<file path="src/rtl/img_pkg.sv">
// Shared image-pipeline constants and pixel types (also used by the Sobel stage).
package img_pkg;

    // Frame geometry
    localparam int unsigned IMG_WIDTH  = 720;
    localparam int unsigned IMG_HEIGHT = 720;

    // BT.601-style luma weights scaled to 256, plus rounding offset
    localparam int unsigned COEF_R = 77;
    localparam int unsigned COEF_G = 150;
    localparam int unsigned COEF_B = 29;
    localparam int unsigned ROUND  = 128;

    // Arithmetic widths: 8-bit channel times each weight, and the rounded sum
    localparam int unsigned PR_W  = 15;
    localparam int unsigned PG_W  = 16;
    localparam int unsigned PB_W  = 13;
    localparam int unsigned SUM_W = 17;

    typedef struct packed {
        logic [7:0] r;
        logic [7:0] g;
        logic [7:0] b;
    } rgb_t;

    typedef logic [7:0] gray_t;

endpackage

</file>
<file path="src/rtl/rgb_to_gray_if.sv">
// FIFO-side signals of the grayscale stage: RGB FWFT input, gray output, frame flag.
interface rgb_to_gray_if;
    import img_pkg::*;

    logic  in_rd_en;
    logic  in_empty;
    rgb_t  in_dout;
    logic  out_wr_en;
    logic  out_full;
    gray_t out_din;
    logic  frame_done;

    // Converter side
    modport master (
        output in_rd_en,
        input  in_empty,
        input  in_dout,
        output out_wr_en,
        input  out_full,
        output out_din,
        output frame_done
    );

    // FIFO / environment side
    modport slave (
        input  in_rd_en,
        output in_empty,
        output in_dout,
        input  out_wr_en,
        output out_full,
        input  out_din,
        input  frame_done
    );

endinterface

</file>
<file path="src/rtl/pixel_position_counter.sv">
// Column/row tracker for a raster stream; pulses frame_done_o after the last pixel.
module pixel_position_counter
    import img_pkg::*;
#(
    parameter int unsigned WIDTH  = IMG_WIDTH,
    parameter int unsigned HEIGHT = IMG_HEIGHT,
    localparam int unsigned COL_W = (WIDTH  > 1) ? $clog2(WIDTH)  : 1,
    localparam int unsigned ROW_W = (HEIGHT > 1) ? $clog2(HEIGHT) : 1
) (
    input  logic             clk,
    input  logic             rst,
    input  logic             inc_i,
    output logic [COL_W-1:0] col_o,
    output logic [ROW_W-1:0] row_o,
    output logic             frame_done_o
);

    logic [COL_W-1:0] col_q, col_d;
    logic [ROW_W-1:0] row_q, row_d;
    logic             frame_done_q, frame_done_d;
    logic             col_last_c;
    logic             row_last_c;

    assign col_last_c = (col_q == COL_W'(WIDTH - 1));
    assign row_last_c = (row_q == ROW_W'(HEIGHT - 1));

    // Next position: step column, carry into row on wrap, flag the frame's last pixel
    always_comb begin
        col_d        = col_q;
        row_d        = row_q;
        frame_done_d = 1'b0;
        if (inc_i) begin
            if (col_last_c) begin
                col_d = '0;
                row_d = row_last_c ? '0 : row_q + ROW_W'(1);
            end else begin
                col_d = col_q + COL_W'(1);
            end
            frame_done_d = col_last_c && row_last_c;
        end
    end

    // Position and frame flag registers
    always_ff @(posedge clk or posedge rst) begin
        if (rst) begin
            col_q        <= '0;
            row_q        <= '0;
            frame_done_q <= 1'b0;
        end else begin
            col_q        <= col_d;
            row_q        <= row_d;
            frame_done_q <= frame_done_d;
        end
    end

    assign col_o        = col_q;
    assign row_o        = row_q;
    assign frame_done_o = frame_done_q;

endmodule

</file>
<file path="src/rtl/rgb_to_gray.sv">
// RGB-to-luma stage: two-deep registered pipeline between an RGB FWFT FIFO and the gray FIFO.
module rgb_to_gray
    import img_pkg::*;
#(
    parameter int unsigned WIDTH  = IMG_WIDTH,
    parameter int unsigned HEIGHT = IMG_HEIGHT
) (
    input  logic          clk,
    input  logic          rst,
    rgb_to_gray_if.master bus
);

    localparam int unsigned COL_W = (WIDTH  > 1) ? $clog2(WIDTH)  : 1;
    localparam int unsigned ROW_W = (HEIGHT > 1) ? $clog2(HEIGHT) : 1;

    logic              s1_valid_q;
    logic [PR_W-1:0]   pr_q;
    logic [PG_W-1:0]   pg_q;
    logic [PB_W-1:0]   pb_q;
    logic              s2_valid_q;
    gray_t             gray_q;

    logic              advance_c;
    logic              rd_en_c;
    logic              wr_en_c;
    logic [PR_W-1:0]   pr_c;
    logic [PG_W-1:0]   pg_c;
    logic [PB_W-1:0]   pb_c;
    logic [SUM_W-1:0]  sum_c;
    gray_t             gray_d;

    logic [COL_W-1:0]  col;
    logic [ROW_W-1:0]  row;
    logic              frame_done;

    // Whole pipeline moves together unless a valid result is blocked by a full output FIFO.
    // Strobes are held low while reset is asserted.
    assign advance_c = !s2_valid_q || !bus.out_full;
    assign rd_en_c   = !rst && !bus.in_empty && advance_c;
    assign wr_en_c   = !rst && s2_valid_q && !bus.out_full;

    // Weighted channels; widths chosen so 255*coef never overflows
    always_comb begin
        pr_c = PR_W'(bus.in_dout.r) * PR_W'(COEF_R);
        pg_c = PG_W'(bus.in_dout.g) * PG_W'(COEF_G);
        pb_c = PB_W'(bus.in_dout.b) * PB_W'(COEF_B);
    end

    // Rounded sum; weights total 256 so the top bit is never set and bits [15:8] are the result
    always_comb begin
        sum_c  = SUM_W'(pr_q) + SUM_W'(pg_q) + SUM_W'(pb_q) + SUM_W'(ROUND);
        gray_d = gray_t'(sum_c >> 8);
    end

    // Stage 1 (products) and stage 2 (luma) registers, both gated by advance
    always_ff @(posedge clk or posedge rst) begin
        if (rst) begin
            s1_valid_q <= 1'b0;
            pr_q       <= '0;
            pg_q       <= '0;
            pb_q       <= '0;
            s2_valid_q <= 1'b0;
            gray_q     <= '0;
        end else if (advance_c) begin
            s1_valid_q <= rd_en_c;
            pr_q       <= pr_c;
            pg_q       <= pg_c;
            pb_q       <= pb_c;
            s2_valid_q <= s1_valid_q;
            gray_q     <= gray_d;
        end
    end

    pixel_position_counter #(
        .WIDTH  (WIDTH),
        .HEIGHT (HEIGHT)
    ) u_pos (
        .clk          (clk),
        .rst          (rst),
        .inc_i        (wr_en_c),
        .col_o        (col),
        .row_o        (row),
        .frame_done_o (frame_done)
    );

    // Position never leaves the frame
    always_ff @(posedge clk) begin
        if (!rst) begin
            assert (32'(col) < WIDTH && 32'(row) < HEIGHT)
                else $error("position out of frame");
        end
    end

    assign bus.in_rd_en   = rd_en_c;
    assign bus.out_wr_en  = wr_en_c;
    assign bus.out_din    = gray_q;
    assign bus.frame_done = frame_done;

endmodule

</file>
<file path="src/flat_wrapper.sv">
// flat-port wrapper written by rule: the top's interface ports become plain ports
module rgb_to_gray_flat import img_pkg::*;
#(
    parameter int unsigned WIDTH  = IMG_WIDTH,
    parameter int unsigned HEIGHT = IMG_HEIGHT
)
  (clk, rst, bus_in_rd_en, bus_in_empty, bus_in_dout, bus_out_wr_en, bus_out_full, bus_out_din, bus_frame_done);
  rgb_to_gray_if bus_i ();
  input  logic clk;
  input  logic rst;
  output wire logic [$bits(bus_i.in_rd_en)-1:0] bus_in_rd_en;
  input wire logic [$bits(bus_i.in_empty)-1:0] bus_in_empty;
  input wire logic [$bits(bus_i.in_dout)-1:0] bus_in_dout;
  output wire logic [$bits(bus_i.out_wr_en)-1:0] bus_out_wr_en;
  input wire logic [$bits(bus_i.out_full)-1:0] bus_out_full;
  output wire logic [$bits(bus_i.out_din)-1:0] bus_out_din;
  output wire logic [$bits(bus_i.frame_done)-1:0] bus_frame_done;
  assign bus_in_rd_en = bus_i.in_rd_en;
  assign bus_i.in_empty = bus_in_empty;
  assign bus_i.in_dout = bus_in_dout;
  assign bus_out_wr_en = bus_i.out_wr_en;
  assign bus_i.out_full = bus_out_full;
  assign bus_out_din = bus_i.out_din;
  assign bus_frame_done = bus_i.frame_done;
  rgb_to_gray #(.WIDTH(WIDTH), .HEIGHT(HEIGHT)) u_core (.clk(clk), .rst(rst), .bus(bus_i));
endmodule
</file>
<file path="config.mk">
export PLATFORM = sky130hd
export DESIGN_NAME = rgb_to_gray_flat
export DESIGN_NICKNAME = d
export VERILOG_FILES = /design/src/rtl/img_pkg.sv /design/src/rtl/rgb_to_gray_if.sv /design/src/rtl/pixel_position_counter.sv /design/src/rtl/rgb_to_gray.sv /design/src/flat_wrapper.sv
export SDC_FILE = /design/constraint.sdc
export NUM_CORES = 1
export LEC_CHECK = 0
export ABC_AREA = 1
export BUFFER_PORTS_ARGS = -buffer_cell sky130_fd_sc_hd__buf_2
export CAP_MARGIN = 20
export CORE_AREA = 2 2 114 116
export DETAILED_ROUTE_END_ITERATION = 16
export DIE_AREA = 0 0 116 118
export PLACE_DENSITY = 0.77
export SLEW_MARGIN = 20
export SYNTH_ARGS = -nofsm -noshare
export SYNTH_HDL_FRONTEND = slang
export SYNTH_SLANG_ARGS = --single-unit
</file>
<file path="constraint.sdc">
create_clock -name clk -period 7.9 [get_ports clk]
set_input_delay 1.58 -clock clk [delete_from_list [all_inputs] [get_ports clk]]
set_output_delay 1.58 -clock clk [all_outputs]
set_load 0.02 [all_outputs]
</file>
=== After elaboration in Yosys (flattened, before gate mapping) ===
Cells that the tools add are included.

* Output and inout bits: 11
* Flip-flop bits (word level): 74
* Memory bits (read-only): 0
* Memory bits (writable): 0
* Word-level logic and storage cells: 33
* Memories kept: 0
* Bits in latches: 0

* Bitwise operators: 0
* Reductions and logical operators: 11
* Multipliers: 3
* Eq/ne operators: 2
* Div/mod/pow operators: 0
* Shift operators: 0
* $lt $le $gt $ge: 0
* Mux-type cells: 3
* Add/sub/neg operators: 5

{| class="wikitable"
|+ Operator list
! cell !! number
|-
| multiplier 8 x 7 -> 15 bit, second input constant || 2
|-
| adder 10 x 1 -> 10 bit, second input constant || 2
|-
| == test 10 bit, second input constant || 2
|-
| 2-to-1 mux 10 bit || 2
|-
| adder 15 x 16 -> 16 bit || 1
|-
| adder 16 x 13 -> 16 bit || 1
|-
| adder 16 x 8 -> 16 bit, second input constant || 1
|-
| multiplier 8 x 5 -> 13 bit, second input constant || 1
|-
| logical AND 1 bit || 5
|-
| logical NOT 1 bit || 4
|-
| AND reduction 2 bit || 1
|-
| logical OR 1 bit || 1
|-
| 2-to-1 mux 1 bit || 1
|}

=== Longest topological paths before layout ===
Gate-level depths: netlist of the first run.

* Depth after elaboration: 4
* Mapped depth: 16
* Gate-level depth less buffers: 16

=== By module ===
Synthesis of the first run repeated with hierarchy kept, for this count alone.

* Cells, all modules: 974
* Area total of the unflattened synthesis: 7463.4 um^2

{| class="wikitable"
|+ Modules (own cells, without submodules)
! module !! cells each !! instances !! area each (um^2) !! seq. area each (um^2)
|-
| rgb_to_gray || 822 || 1 || 6256.0 || 1326.3
|-
| pixel_position_counter || 152 || 1 || 1207.4 || 525.5
|}

=== Worst setup path before layout of the first run ===
No wires, ideal clock.

* Path type: input port to output port
* From: in rst
* To: out bus_in_rd_en
* Stages on the path: 3
* Slack: 2.748 ns
* Required time: 6.320 ns
* Arrival: 3.572 ns
* Path buffers: 0
* Path through: inv_1 > nand3_1 > inv_1

* Longest elaborated chain between the ends: 3

{| class="wikitable"
|+ RTL lines
! element !! RTL line !! text
|-
| start, declared || flat_wrapper.sv:10 || <nowiki>input logic rst;</nowiki>
|-
| logical NOT 1 bit || rgb_to_gray.sv:39 || <nowiki>assign rd_en_c = !rst && !bus.in_empty && advance_c;</nowiki>
|-
| logical AND 1 bit (2 in a row) || rgb_to_gray.sv:39 ||
|-
| end, declared || flat_wrapper.sv:11 || <nowiki>output wire logic [$bits(bus_i.in_rd_en)-1:0] bus_in_rd_en;</nowiki>
|}

Every way passes these cells.

=== Worst setup path after layout of the first run ===
* From: in bus_in_dout[12]
* To: reg u_core.pg_q[11]

* Longest elaborated chain between the ends: 1

{| class="wikitable"
|+ RTL lines
! element !! RTL line !! text
|-
| start, declared || flat_wrapper.sv:13 || <nowiki>input wire logic [$bits(bus_i.in_dout)-1:0] bus_in_dout;</nowiki>
|-
| multiplier 8 x 7 -> 15 bit || rgb_to_gray.sv:45 || <nowiki>pg_c = PG_W'(bus.in_dout.g) * PG_W'(COEF_G);</nowiki>
|-
| end signal, assigned || rgb_to_gray.sv:67 || <nowiki>pg_q <= pg_c;</nowiki>
|-
| end, declared || rgb_to_gray.sv:18 || <nowiki>logic [PG_W-1:0] pg_q;</nowiki>
|}

Every way passes these cells.
A chain may end at the register's enable or synchronous reset.

==> impl_metrics.py, run 1 <==
metrics = {
    "power_and_ir_drop": {
        "combinationalPowerShare": 0.681,
        "p_sw_frac": 0.499,
        "power.density_nw_per_um2": 400,
        "finalPower_mw": 3.22,
        "internal_power_mw": 1.61,
        "clkPwrFrac": 0.142,
        "irDropWorstVdd_uv": 351,
        "switchingPower_mw": 1.61,
        "power_frac_seq": 0.177,
        "p_leak_nw": 4.53,
    },
    "layout": {
        "nets": 1180,
        "areaGrowthSynthToFinish_pct": 9.44,
        "finalNonFillerCells": 1164,
        "fin_util": 0.648,
        "drive_above_1_share": 0.0786,
        "n_fill_cell": 1111,
        "antenna_cells": 0,
    },
    "sta": {
        "slew_viol_final": 0,
        "finalWorstSetupSlack_ns": 3.55,
        "rsz0062_at_grt": "false",
        "setup_viol": 0,
        "worstMarginPinSlew_ns": 0.923,
        "maxSlewHeadroom": 0.384,
        "finalCritPeriodShare": 0.551,
        "finalHoldViolCount": 0,
        "post-route-min-period_ns": 4.35,
        "clock_skew_ns": 0.00658,
        "clock.fmax_ghz": 0.230,
        "setup_tns_ns": 0,
    },
    "synth": {
        "synthTopCellsByArea": "dfrtp_1 (25%), ha_1 (22%), nand2_1 (11%)",
        "synth-main-ff-cell": "dfrtp_1",
        "avgSynthCellArea_um2": 7.76,
        "netlist_area_um2": 7360,
        "synth.net_count": 1141,
        "yosysTopAreaCell": "dfrtp_1",
        "ys_seq_elements": 74,
        "synthArstFlopShare": 1.00,
        "ys_seq_area_frac": 0.252,
        "yosysUniqueCellTypes": 32,
        "synth_edf_count": 0,
        "synth_cells": 948,
        "synth_top_area_frac": 0.252,
        "yosys_warnings": 0,
    },
    "global_routing": {
        "grt_pass1_vias": 6047,
        "antenna_found_initial": 0,
        "track_usage": 0.253,
        "grt_overflow": 0,
        "grt_max_degree": 75,
        "grt_first_pass_wirelength_um": 27900,
    },
    "drt": {
        "detail-route-antenna-nets": 0,
        "vias": 6200,
        "first_pass_iters": 9,
        "drc_errors": 0,
        "vias_per_cell": 5.33,
        "first_iter_violations": 421,
        "finalWirelength_um": 15800,
        "wire_per_inst_um": 13.6,
    },
    "clock_tree": {
        "cts_tree": "done",
        "clk_latency_ns": 0.34,
        "ctsResizeCount": 0,
        "cts_max_path_buffers": 2,
        "htreeDepth": 3,
        "hold_buffers": 0,
        "cts_inserted_buffers": 9,
        "post_cts_buffers": 0,
        "clk_pin_slew_ns": 0.06,
        "cts_root_buf": "clkbuf_16",
        "cts_sinks": 74,
    },
    "worst_setup_path": {
        "start_kind": "input port",
        "cp_max_fo": 6,
        "cp-end-kind": "register",
        "cp_data_arrival_time_ns": 4.55,
        "worstPathRequired_ns": 8.09,
        "worstSetupPathType": "input port to register",
    },
    "worst_hold_path": {
        "hold_path.class": "register to register",
    },
    "floorplan": {
        "die_x_um": 116,
        "rows": 41,
        "ioPinCount": 39,
        "fp.dieH_um": 118,
        "die_area_um2": 13700,
        "initial_core_util": 0.593,
        "core_um2": 12400,
    },
    "placed_design": {
        "hpwlAfterDp_um": 12600,
        "dp_cells": 1148,
        "port_buffers": 38,
        "gp_congestion": 0.941,
        "place_ws_ns": 3.26,
    },
    "status": {
        "status": "finished clean",
    },
    "flow_run": {
        "max_cap_violations": 0,
    },
}
-- registers in the layout, indices dropped and copies added, names as in the netlist --
name	flops
u_core.s1_valid_q	1
u_core.u_pos.col_o	10
u_core.u_pos.frame_done_o	1
u_core.u_pos.row_o	10
u_core.bus.out_din	8
u_core.s2_valid_q	1
u_core.pg_q	15
u_core.pr_q	15
u_core.pb_q	13
-- synth_stat cells, types with 3 or more instances --
cell type / count
dfrtp_1: 74
buf_2: 3
nor2_4: 3
nor2_1: 53
nor3_1: 8
nand4_1: 18
o21bai_1: 6
o22ai_1: 8
ha_1: 127
o21ai_0: 51
inv_1: 176
nand3_1: 76
or2_2: 4
nand2_1: 219
xnor2_1: 6
fa_1: 38
xor2_1: 8
inv_2: 4
a21oi_1: 39
clkbuf_1: 6
-- metal layers --
metal	GRT usage	routed length [um]	part of all wire	vias up
met5	0	0	0	-
met4	0.0699	273	0.017	0
met3	0.0505	737	0.047	25
met2	0.416	7490	0.47	137
met1	0.339	7340	0.46	2903
li1	-	-	-	3135
-- metrics by stage --
stage	hold slack [ns]	instance area, um2
CTS	0.479	8050
global route	0.497	8050
global placement	0.457	7720
floorplan	0.419	7360
detailed placement	0.462	7720
finish	0.473	8050
-- cells by family (layout without fill, tap and decap cells) --
family | Yosys count | in the layout | synth area share
DFF | 74 | 74 | 0.252
and+or+nand+nor | 394 | 394 | 0.234
xor gates and xnor gates | 14 | 14 | 0.0167
adders and majority gates | 165 | 165 | 0.319
buffers and inverters | 192 | 236 | 0.0995
AOI/OAI and AO/OA | 109 | 109 | 0.0791
-- area by class of cell --
type	count	area [um2]	share of cell area
Multi-Input combinational cell	682	4770	0.593
Sequential cell	74	1850	0.230
Inverter	180	676	0.0839
Clock buffer	10	239	0.0297
Tap cell	172	215	0.0267
Timing Repair Buffer	40	205	0.0255
Clock inverter	6	88.8	0.0110
-- layout by cell type, fill, tap and decap left out, types with 3 or more instances in the layout --
| cell type | n |
|---|---|
| a21oi_1 | 39 |
| buf_2 | 38 |
| clkbuf_16 | 9 |
| dfrtp_1 | 74 |
| fa_1 | 38 |
| ha_1 | 127 |
| inv_1 | 175 |
| inv_2 | 5 |
| nand2_1 | 218 |
| nand2_2 | 3 |
| nand3_1 | 76 |
| nand4_1 | 18 |
| nor2_1 | 53 |
| nor2_4 | 3 |
| nor3_1 | 8 |
| o21ai_0 | 51 |
| o21bai_1 | 6 |
| o22ai_1 | 8 |
| or2_2 | 4 |
| xnor2_1 | 6 |
| xor2_1 | 8 |
-- critical path, stage by stage --
cell	delay (ns)
buf_2	0.13
ha_1	0.29
ha_1	0.27
inv_1	0.05
fa_1	0.52
fa_1	0.57
inv_1	0.07
ha_1	0.37
a21oi_1	0.25
nor2_1	0.06
nor2_1	0.08
nand2_1	0.07
o21ai_0	0.13
o21ai_0	0.09
-- path summary, 6_finish.rpt --
kind	start	endpoint	slack, ns	depth (start not counted)
max in group asynchronous	rst	u_core.pr_q[8]	5.70	3
setup / recovery	bus_in_dout[12]	u_core.pg_q[11]	3.55	14
hold reg to reg	u_core.s1_valid_q	u_core.s2_valid_q	0.47	2
min in group asynchronous	rst	u_core.u_pos.row_o[2]	1.60	3
hold / removal	u_core.s1_valid_q	u_core.s2_valid_q	0.47	2
setup reg to reg	u_core.pb_q[6]	u_core.bus.out_din[3]	5.22	12
-- power by group through the flow --
stage / combinational [mW] / clock (mW) / sequential (mW)
2_1_floorplan: 1.64 / 0 / 0.587
3_3_place_gp: 2.11 / 0 / 0.573
3_5_place_dp: 2.15 / 0 / 0.577
4_1_cts: 2.18 / 0.460 / 0.571
5_1_grt: 2.57 / 0.477 / 0.586
6_report: 2.19 / 0.456 / 0.572
(Power assumes the default switching activity.)
==> run 2: changes to the inputs <==
--- a/config.mk
+++ b/config.mk
@@ -5,12 +5,12 @@
 export SDC_FILE = /design/constraint.sdc
 export NUM_CORES = 1
 export LEC_CHECK = 0
-export ABC_AREA = 1
+export ABC_AREA = 0
 export BUFFER_PORTS_ARGS = -buffer_cell sky130_fd_sc_hd__buf_2
 export CAP_MARGIN = 20
-export CORE_AREA = 2 2 114 116
+export CORE_AREA = 2 2 113 115
 export DETAILED_ROUTE_END_ITERATION = 16
-export DIE_AREA = 0 0 116 118
+export DIE_AREA = 0 0 115 117
 export PLACE_DENSITY = 0.77
 export SLEW_MARGIN = 20
 export SYNTH_ARGS = -nofsm -noshare
==> constraint.sdc (replaced) <==
create_clock -name clk -period 3.65 [get_ports clk]
set_input_delay 0.73 -clock clk [delete_from_list [all_inputs] [get_ports clk]]
set_output_delay 0.73 -clock clk [all_outputs]
set_load 0.02 [all_outputs]
==> run 2 against run 1 <==
  * Register-to-register slack lost 4.7 ns
  * Design area down 3.5%
  * Worst hold slack improved by 0.0019 ns
  * Via count is 15% lower
  * Synthesized area fell by 7.0%
  * Critical endpoint is now u_core.pg_q[12]
==> impl_metrics.py, run 2 <==
metrics = {
    "global_routing": {
        "grt_first_pass_wirelength_um": 22700,
        "track_usage": 0.208,
        "antenna_found_initial": 0,
        "grt_max_degree": 50,
        "grt_overflow": 0,
        "grt_pass1_vias": 5223,
    },
    "sta": {
        "maxSlewHeadroom": 0.486,
        "worstMarginPinSlew_ns": 0.770,
        "setup_viol": 0,
        "finalWorstSetupSlack_ns": 0.161,
        "finalHoldViolCount": 0,
        "clock_skew_ns": 0.00450,
        "post-route-min-period_ns": 3.49,
        "holdWs_ns": 0.475,
        "clock.fmax_ghz": 0.287,
        "setup_tns_ns": 0,
        "finalCritPeriodShare": 0.956,
        "slew_viol_final": 0,
    },
    "worst_setup_path": {
        "worstSetupPathType": "input port to register",
        "cp-end-kind": "register",
        "start_kind": "input port",
        "cp_slowest_cell": "fa_1",
        "path_cells": "buf_2 -> ha_1 -> ha_1 -> inv_1 -> fa_1 -> fa_1 -> inv_1 -> ha_1 -> a21o_1 -> buf_4 -> nor3b_1 -> nor2_1 -> o21ai_2 -> mux2i_1 -> nand2_1",
        "cp_top_family": "adder cells",
        "cp_num_cells": 15,
        "ff2ff_path_depth": 11,
        "cp_max_fo": 3,
        "slowest_delay_ns": 0.51,
        "worst-path-buf-inv": 4,
        "path_common_cell": "ha_1",
        "worstPathRequired_ns": 3.87,
        "cp_data_arrival_time_ns": 3.71,
    },
    "layout": {
        "antenna_cells": 0,
        "final_cell_mix": "ha_1 (126), inv_1 (107), nand2_1 (75), dfrtp_1 (74), o21ai_0 (52)",
        "drive_above_1_share": 0.139,
        "ff_latch_area_um2": 1850,
        "n_fill_cell": 1005,
        "reg_top3": "u_core.pg_q: 15 flops, u_core.pr_q: 15 flops, u_core.pb_q: 13 flops",
        "areaGrowthSynthToFinish_pct": 13.5,
        "layout_commonest_cell": "ha_1",
        "nets": 1001,
        "final_area_um2": 7770,
        "multiInputGateArea_um2": 4550,
    },
    "drt": {
        "drc_errors": 0,
        "first_iter_violations": 175,
        "detail-route-antenna-nets": 0,
        "vias_per_cell": 5.45,
        "finalWirelength_um": 13200,
        "first_pass_iters": 5,
        "vias": 5252,
        "wire_per_inst_um": 13.7,
    },
    "placed_design": {
        "place_ws_ns": -0.227,
        "hpwlAfterDp_um": 10800,
        "place_area_um2": 7450,
        "gp_congestion": 0.869,
        "port_buffers": 38,
    },
    "synth": {
        "synth-main-ff-cell": "dfrtp_1",
        "post-synth-top-count-cell": "ha_1",
        "ys_seq_elements": 74,
        "synthArstFlopShare": 1.00,
        "avgSynthCellArea_um2": 9.30,
        "synthMuxAreaShare": 0.00457,
        "synth_top_family_by_area": "adder cells",
        "synth.net_count": 929,
        "synthAdderAreaFrac": 0.343,
        "yosysTopAreaCell": "dfrtp_1",
        "yosysUniqueCellTypes": 60,
        "synthTopCellsByArea": "dfrtp_1 (27%), ha_1 (23%), fa_1 (11%)",
        "netlist_area_um2": 6840,
        "synth_cells": 736,
        "synth_common_cells": "ha_1 (127), inv_1 (108), nand2_1 (75)",
        "synth-xor-area-share": 0.0422,
        "ys_seq_area_frac": 0.271,
        "synth_edf_count": 0,
        "synth_top_area_frac": 0.271,
        "yosys_warnings": 0,
        "yosys.area_share.simple": 0.137,
        "synth_compound_area_frac": 0.131,
    },
    "clock_tree": {
        "hold_buffers": 0,
        "ctsResizeCount": 0,
        "cts_inserted_buffers": 9,
        "cts_tree": "done",
        "cts_root_buf": "clkbuf_16",
        "clk_latency_ns": 0.34,
        "htreeDepth": 3,
        "post_cts_buffers": 0,
        "clk_pin_slew_ns": 0.06,
        "cts_max_path_buffers": 2,
        "cts_sinks": 74,
    },
    "worst_hold_path": {
        "hold_path.class": "register to register",
        "holdPathStages": 1,
    },
    "floorplan": {
        "die_area_um2": 13500,
        "rows": 41,
        "core_um2": 12300,
        "fp.dieH_um": 117,
        "die_x_um": 115,
        "initial_core_util": 0.556,
        "ioPinCount": 39,
    },
    "status": {
        "status": "finished clean",
    },
    "power_and_ir_drop": {
        "p_leak_nw": 4.09,
        "power.density_nw_per_um2": 824,
        "finalPower_mw": 6.40,
        "irDropWorstVdd_uv": 724,
    },
    "flow_run": {
        "max_cap_violations": 0,
    },
}
## run 2: final cells by class
class / count / share of cell area
multi-input combinational: 538 / 0.585
sequential: 74 / 0.238
timing repair buffer: 77 / 0.0638
inverter: 108 / 0.0522
clock buffer: 11 / 0.0313
tap: 150 / 0.0242
clock inverter: 5 / 0.00483
## run 2: stage by stage
stage,utilization,cells
final,0.631,963
after global routing,0.631,963
after CTS,0.628,963
after floorplan,-,736
after global placement,0.605,947
after detailed placement,0.605,947
## run 2: worst register-to-register path, stage by stage (launching register included)
cell and delay [ns]:
dfrtp_1 0.32, inv_1 0.07, fa_1 0.53, inv_1 0.04, ha_1 0.28, ha_1 0.27
nand4_1 0.14, o211a_1 0.31, nor4_4 0.43, o41ai_2 0.15, nor2b_1 0.16, or3_1 0.33
## run 2: layer usage
layer / part of all wire / up-vias / track usage
met5: 0 / - / 0
met3: 0.022 / 11 / 0.0309
li1: - / 2650 / -
met4: 0.0099 / 0 / 0.0578
met1: 0.46 / 2522 / 0.265
met2: 0.51 / 69 / 0.373
## run 2: kinds of logic after synthesis
kind of cell	count (synthesis)
simple gates	189
fa+ha+maj	165
compound gates	148
buf+inv	124
flops	74
xor+xnor	33
mux	3
## run 2: path summary, 6_finish.rpt
check | from | end | slack [ns]
setup / recovery | bus_in_dout[12] | u_core.pg_q[12] | 0.16
hold / removal | u_core.s1_valid_q | u_core.s2_valid_q | 0.47
setup reg to reg | u_core.pb_q[3] | u_core.bus.out_din[6] | 0.49
hold reg to reg | u_core.s1_valid_q | u_core.s2_valid_q | 0.47
max in group asynchronous | rst | u_core.pg_q[1] | 2.42
min in group asynchronous | rst | u_core.u_pos.row_o[9] | 0.56
## run 2: where the power goes
part	internal, mW	switching, mW	total [mW]
clock	0.482	0.349	0.831
sequential	1.11	0.148	1.26
combinational	1.93	2.39	4.32
total	3.52	2.88	6.40
